### config.mk
export PLATFORM = sky130hd
export DESIGN_NAME = pipe_ctrl
export DESIGN_NICKNAME = d
export VERILOG_FILES = /design/src/rtl/pipe_ctrl.sv
export SDC_FILE = /design/constraint.sdc
export NUM_CORES = 1
export LEC_CHECK = 0
export CAP_MARGIN = 15
export CORE_MARGIN = 4
export CORE_UTILIZATION = 52
export CTS_BUF_LIST = sky130_fd_sc_hd__clkbuf_8
export DETAILED_ROUTE_END_ITERATION = 12
export PLACE_DENSITY = 0.81
export SLEW_MARGIN = 0
export SYNTH_ARGS = -nofsm -noshare
export SYNTH_HDL_FRONTEND = slang
export SYNTH_SLANG_ARGS = --single-unit
### constraint.sdc
create_clock -name clk -period 2.34 [get_ports clk]
set_input_delay 0.351 -clock clk [delete_from_list [all_inputs] [get_ports clk]]
set_output_delay 0.351 -clock clk [all_outputs]
set_load 0.01 [all_outputs]
### src/rtl/pipe_ctrl.sv
// Pipeline hold/bubble/flush controller with deferred PC redirect,
// output backpressure release timer, watchdog and performance counters.
//
// Ports:
//   clk, rst             rising-edge clock, synchronous active-high reset
//   stall_req[NSTAGE]    stage i holds register i and all lower registers
//   io_full              output buffer full, holds the last register
//   flush_req, flush_idx redirect: clear registers 0..flush_idx
//   hold, bubble, flush  per-register keep / load-NOP / clear controls
//   redirect_ok          PC register takes the redirect target (= flush[0])
//   flush_pending        a redirect is waiting for IF to go idle
//   deadlock             sticky watchdog flag
//   stall_cnt, flush_cnt saturating performance counters
module pipe_ctrl #(
    parameter int NSTAGE   = 5,
    parameter int REL_CYC  = 2,
    parameter int WD_LIMIT = 1024,
    parameter int CNT_W    = 32,
    parameter int FW       = $clog2(NSTAGE)
) (
    input  logic              clk,
    input  logic              rst,
    input  logic [NSTAGE-1:0] stall_req,
    input  logic              io_full,
    input  logic              flush_req,
    input  logic [FW-1:0]     flush_idx,
    output logic [NSTAGE-1:0] hold,
    output logic [NSTAGE-1:0] bubble,
    output logic [NSTAGE-1:0] flush,
    output logic              redirect_ok,
    output logic              flush_pending,
    output logic              deadlock,
    output logic [CNT_W-1:0]  stall_cnt,
    output logic [CNT_W-1:0]  flush_cnt
);

    localparam int RW = $clog2(REL_CYC + 1);
    localparam int WW = $clog2(WD_LIMIT + 1);

    typedef enum logic {
        IDLE,
        PENDING
    } state_t;

    state_t            state_q;
    state_t            state_d;
    logic              ext_hold;
    logic [RW-1:0]     rel_cnt;
    logic [WW-1:0]     wd_cnt;
    logic [NSTAGE-1:0] raw;
    logic [NSTAGE-1:0] fl;
    logic [NSTAGE-1:0] bub;
    logic              f0;

    // Backpressure is released only after REL_CYC quiet cycles so a
    // briefly draining buffer does not chatter the whole pipeline.
    always_ff @(posedge clk) begin
        if (rst) begin
            ext_hold <= 1'b0;
            rel_cnt  <= '0;
        end else if (io_full) begin
            ext_hold <= 1'b1;
            rel_cnt  <= '0;
        end else if (ext_hold) begin
            if (rel_cnt == RW'(REL_CYC - 1)) begin
                ext_hold <= 1'b0;
                rel_cnt  <= '0;
            end else begin
                rel_cnt <= rel_cnt + 1'b1;
            end
        end
    end

    // A hold at stage i also freezes every upstream register.
    always_comb begin
        logic acc;
        acc = ext_hold;
        raw = '0;
        for (int i = NSTAGE - 1; i >= 0; i--) begin
            acc    = acc | stall_req[i];
            raw[i] = acc;
        end
    end

    // The PC register may only take a redirect once IF is not stalled;
    // until then the redirect is parked in PENDING. Later requests while
    // parked flush downstream registers but add no second PC pulse.
    always_comb begin
        state_d = state_q;
        f0      = 1'b0;
        unique case (state_q)
            IDLE: begin
                if (flush_req) begin
                    if (!stall_req[0]) f0 = 1'b1;
                    else state_d = PENDING;
                end
            end
            PENDING: begin
                if (!stall_req[0]) begin
                    f0      = 1'b1;
                    state_d = IDLE;
                end
            end
            default: state_d = IDLE;
        endcase
    end

    always_comb begin
        fl    = '0;
        fl[0] = f0;
        for (int i = 1; i < NSTAGE; i++) begin
            fl[i] = flush_req && (FW'(i) <= flush_idx);
        end
    end

    // A moving register below a held one must take a NOP, otherwise the
    // held instruction would be duplicated downstream.
    always_comb begin
        bub = '0;
        for (int i = 1; i < NSTAGE; i++) begin
            bub[i] = raw[i-1] & ~raw[i] & ~fl[i];
        end
    end

    always_ff @(posedge clk) begin
        if (rst) state_q <= IDLE;
        else     state_q <= state_d;
    end

    always_ff @(posedge clk) begin
        if (rst) begin
            wd_cnt   <= '0;
            deadlock <= 1'b0;
        end else if (!raw[0]) begin
            wd_cnt <= '0;
        end else begin
            if (wd_cnt != WW'(WD_LIMIT)) wd_cnt <= wd_cnt + 1'b1;
            if (wd_cnt == WW'(WD_LIMIT - 1)) deadlock <= 1'b1;
        end
    end

    always_ff @(posedge clk) begin
        if (rst) begin
            stall_cnt <= '0;
            flush_cnt <= '0;
        end else begin
            if (raw[0] && stall_cnt != '1) stall_cnt <= stall_cnt + 1'b1;
            if (flush_req && flush_cnt != '1) flush_cnt <= flush_cnt + 1'b1;
        end
    end

    assign hold          = rst ? '0 : (raw & ~fl);
    assign bubble        = rst ? '0 : bub;
    assign flush         = rst ? '0 : fl;
    assign redirect_ok   = rst ? 1'b0 : f0;
    assign flush_pending = rst ? 1'b0 : (state_q == PENDING);

endmodule

==> impl_metrics.csv <==
group,metric,value,unit
critical_path,cp_data_arrival_time,1.92,ns
logic_synthesis,synth_edf_count,0,
logic_synthesis,ys_seq_area_share,38.66,%
sta,min_period,2.267,ns
layout,seqCellArea,1602,sq um
grt,grt_max_degree,65,
hold_path,hp-class,"in2reg",
critical_path,end_kind,"output pin",
power_and_ir_drop,p_clk_share,35.4,%
grt,grt_pass1_vias,4046,
placed_design,dp_slack,-0.2231,ns
drt,wirelength,11320,microns
grt,grt_pass1_wl,19040,microns
power_and_ir_drop,irDropWorstVdd,0.3345,mV
drt,antenna_left,0,
layout,post-route-util,71.89,%
floorplan,coreArea,7727,sq um
logic_synthesis,syn_nets,521,
clock_tree,cts_max_path_buffers,2,
layout,multi_input_area,2414,sq um
drt,viasPerCell,5.904,
drt,routed-wl-met3,721,microns
layout,drive_gt1_share,13.81,%
clock_tree,insertion_delay,0.36,ns
drt,drc,0,
logic_synthesis,synth-seq-cells,80,
sta,setup_viol_count_final,0,
sta,slew_violations,0,
floorplan,design.die.area,9459,sq um
logic_synthesis,yosys_most_used_dff,"dfxtp_1",
logic_synthesis,synthXorXnorAreaFrac,3.805,%
drt,vias,4322,
power_and_ir_drop,powerDensity,448.3,nW/um^2
clock_tree,cts.clk_slew.worst_paths,0.08,ns
critical_path,worst_path_most_repeated_cell,"clkdlybuf4s50_1",
logic_synthesis,synthSimpleGateAreaFrac,34.28,%
logic_synthesis,synth_mux_area_share,3.805,%
drt,first_pass_iters,4,
logic_synthesis,netlist_instances,505,
drt,top_layer,"met5",
sta,max_freq,441.1,MHz
sta,relSlewSlack,56.39,%
layout,n_fill_cell,608,
logic_synthesis,ys_types,52,
drt,first_iter_violations,242,
floorplan,row_count,32,
floorplan,start_util,53.61,%
logic_synthesis,synth_top_family_by_area,"simple AND/OR/NAND/NOR gates",
critical_path,required,1.99,ns
layout,final_nets,641,
grt,antenna_found_initial,1,
floorplan,num_io_pins,94,
critical_path,max_stage_delay,0.55,ns
floorplan,die_w,97.26,microns
sta,final_hold_viol_count,0,
clock_tree,tritoncts,"built",
grt,grt_overflow,0,
critical_path,cpMaxStageDelayCell,"clkdlybuf4s50_1",
critical_path,critical_path_class,"in2out",
placed_design,numPortBuffers,92,
clock_tree,htreeDepth,3,
placed_design,dp_hpwl,8434,microns
placed_design,routabilityCongestion,0.8808,
drt,wl_per_cell,15.47,microns
outcome,status,"complete, no violations",
logic_synthesis,synthAdderAreaFrac,1.208,%
logic_synthesis,syn_avg_cell_area,8.203,sq um
layout,flow.area_growth_from_synthesis,34.10,%
power_and_ir_drop,power.internal,0.001854,W
logic_synthesis,synth_compound_area_share,14.47,%
grt,grt_use_total,23.78,%
layout,antenna_cells,0,
sta,holdWs,0.3147,ns
critical_path,cp-start-kind,"primary input",
clock_tree,cts_buffers,9,
critical_path,worst-path-max-fanout,5,
logic_synthesis,ys_warn_count,0,
critical_path,worstPathCellList,"clkdlybuf4s50_1 > o21ai_1 > nor2_1 > o21a_1 > clkdlybuf4s50_1",
clock_tree,root_buffer,"clkbuf_8",
power_and_ir_drop,switchingPower,0.0006361,W
power_and_ir_drop,power_frac_comb,8.5,%
drt,met2RoutedLength,5517,microns
flow_run,drv_cap,0,
sta,setup_ws,0.07272,ns
power_and_ir_drop,sw_frac_of_total,25.55,%
sta,tightest_slew,0.6542,ns
power_and_ir_drop,pwr-share-seq,56.1,%
sta,fin_crit_sh,96.89,%
power_and_ir_drop,leakage,1.983,nW
critical_path,critical_path.top_delay_family,"buffers and inverters",
logic_synthesis,async_flop_share,0,%
sta,rsz0062_at_grt,"false",
floorplan,die_h,97.26,microns
logic_synthesis,syn_area,4143,sq um
clock_tree,numClockSinks,80,
sta,fin_skew,0.007350,ns
critical_path,cp.buffers_inverters,2,
drt,wl_met1,4899,microns
## per-layer routing
layer  vias up  GRT usage, %
met1      2048         30.20
met3        19         4.666
met2       144         40.76
met4         2         7.348
li1       2109             -
met5         -             0
## registers in the layout, indices dropped and copies added (netlist names)
signal,cells
rel_cnt,2
stall_cnt,32
state_q,1
wd_cnt,11
ext_hold,1
deadlock,1
flush_cnt,32
## timing repair
action / CTS / global route
buffers inserted: 0 / 2
endpoints found under the setup margin: 8 / 15
endpoints found under the hold margin: 0 / 0
gates resized for setup: 10 / 4
pin swaps: 0 / 2
hold buffers: 0 / 0
## stage by stage
stage	setup TNS, ns	std cells	area [sq um]	power (W)
finish	0	732	5555	0.002490
global route	0	732	5555	0.002582
CTS	0	730	5532	0.002513
detailed placement	-2.160	714	5358	0.001640
global placement	-1.487	714	5358	0.001634
floorplan	0	505	4143	0.001532
## synth_stat cells (all sizes together), types with 11 or more instances
cell   count  area, sq um
or4       17        131.4
nor2      53        198.9
a21oi     46        230.2
buf       11        72.57
or3       30        190.2
o21ai     30        150.1
xor2      11        96.34
inv       11        41.29
nand3     30        150.1
and3      18        121.4
mux2      11        127.6
nor2b     11        68.82
o31ai     13        97.59
nand4     23        158.9
nand2     31        116.4
dfxtp     80         1602
## worst paths after layout
| path | slack (ns) | start | endpoint | cells past startpoint |
|---|---|---|---|---|
| max reg2reg | 0.13 | flush_cnt[0]$_SDFFE_PP0P_ | flush_cnt[6]$_SDFFE_PP0P_ | 7 |
| min | 0.31 | rst | ext_hold$_SDFF_PP0_ | 2 |
| min reg2reg | 0.45 | rel_cnt[1]$_SDFFE_PP0P_ | rel_cnt[1]$_SDFFE_PP0P_ | 2 |
| max | 0.07 | flush_idx[2] | flush[3] | 5 |
## cell usage in the layout (no fill, tap or decap), drive strengths merged, types with 4 or more instances in the layout
| master | synthesis | layout |
|---|---|---|
| mux2 | 11 | 11 |
| o21ai | 30 | 30 |
| xnor2 | 7 | 7 |
| xor2 | 11 | 11 |
| nor2 | 53 | 53 |
| clkdlybuf4s50 | 0 | 84 |
| o31ai | 13 | 13 |
| nor2b | 11 | 11 |
| nor4 | 8 | 8 |
| or4 | 17 | 17 |
| ha | 4 | 4 |
| nand4 | 23 | 23 |
| clkinv | 0 | 7 |
| buf | 11 | 39 |
| dfxtp | 80 | 80 |
| nor3 | 10 | 10 |
| inv | 11 | 11 |
| nand3 | 30 | 30 |
| a21oi | 46 | 46 |
| clkbuf | 10 | 10 |
| and3 | 18 | 18 |
| and4 | 7 | 7 |
| or3 | 30 | 30 |
| dlygate4sd2 | 0 | 4 |
| nand2 | 31 | 31 |
| o211ai | 4 | 4 |
| nor3b | 4 | 4 |
## power groups by stage
stage / Sequential (W) / Combinational (W) / Clock (W)
finish: 0.00140 / 0.000212 / 0.000881
global route: 0.00140 / 0.000234 / 0.000948
CTS: 0.00140 / 0.000214 / 0.000902
detailed placement: 0.00143 / 0.000212 / 0
global placement: 0.00143 / 0.000207 / 0
floorplan: 0.00143 / 0.000102 / 0
## final cells by class
cell class              count  area share [%]
inverters                  11          0.7432
flip-flops and latches     80           28.83
repair buffers            130           21.76
well taps                 102           2.297
clock buffers               9           2.230
clock inverters             7          0.6982
multi-input cells         393           43.45
## cell families (layout without fill, tap and decap cells)
logic type               after synthesis  after routing
AND/OR/NAND/NOR                      253            253
AO/OA/AOI/OAI                        103            103
flip-flops                            80             80
buffers and inverters                 32            157
XOR/XNOR                              18             18
multiplexers                          14             14
adder cells (fa/ha/maj)                4              4
other                                  1              1
Note: power is estimated with default switching activity, not from simulation.
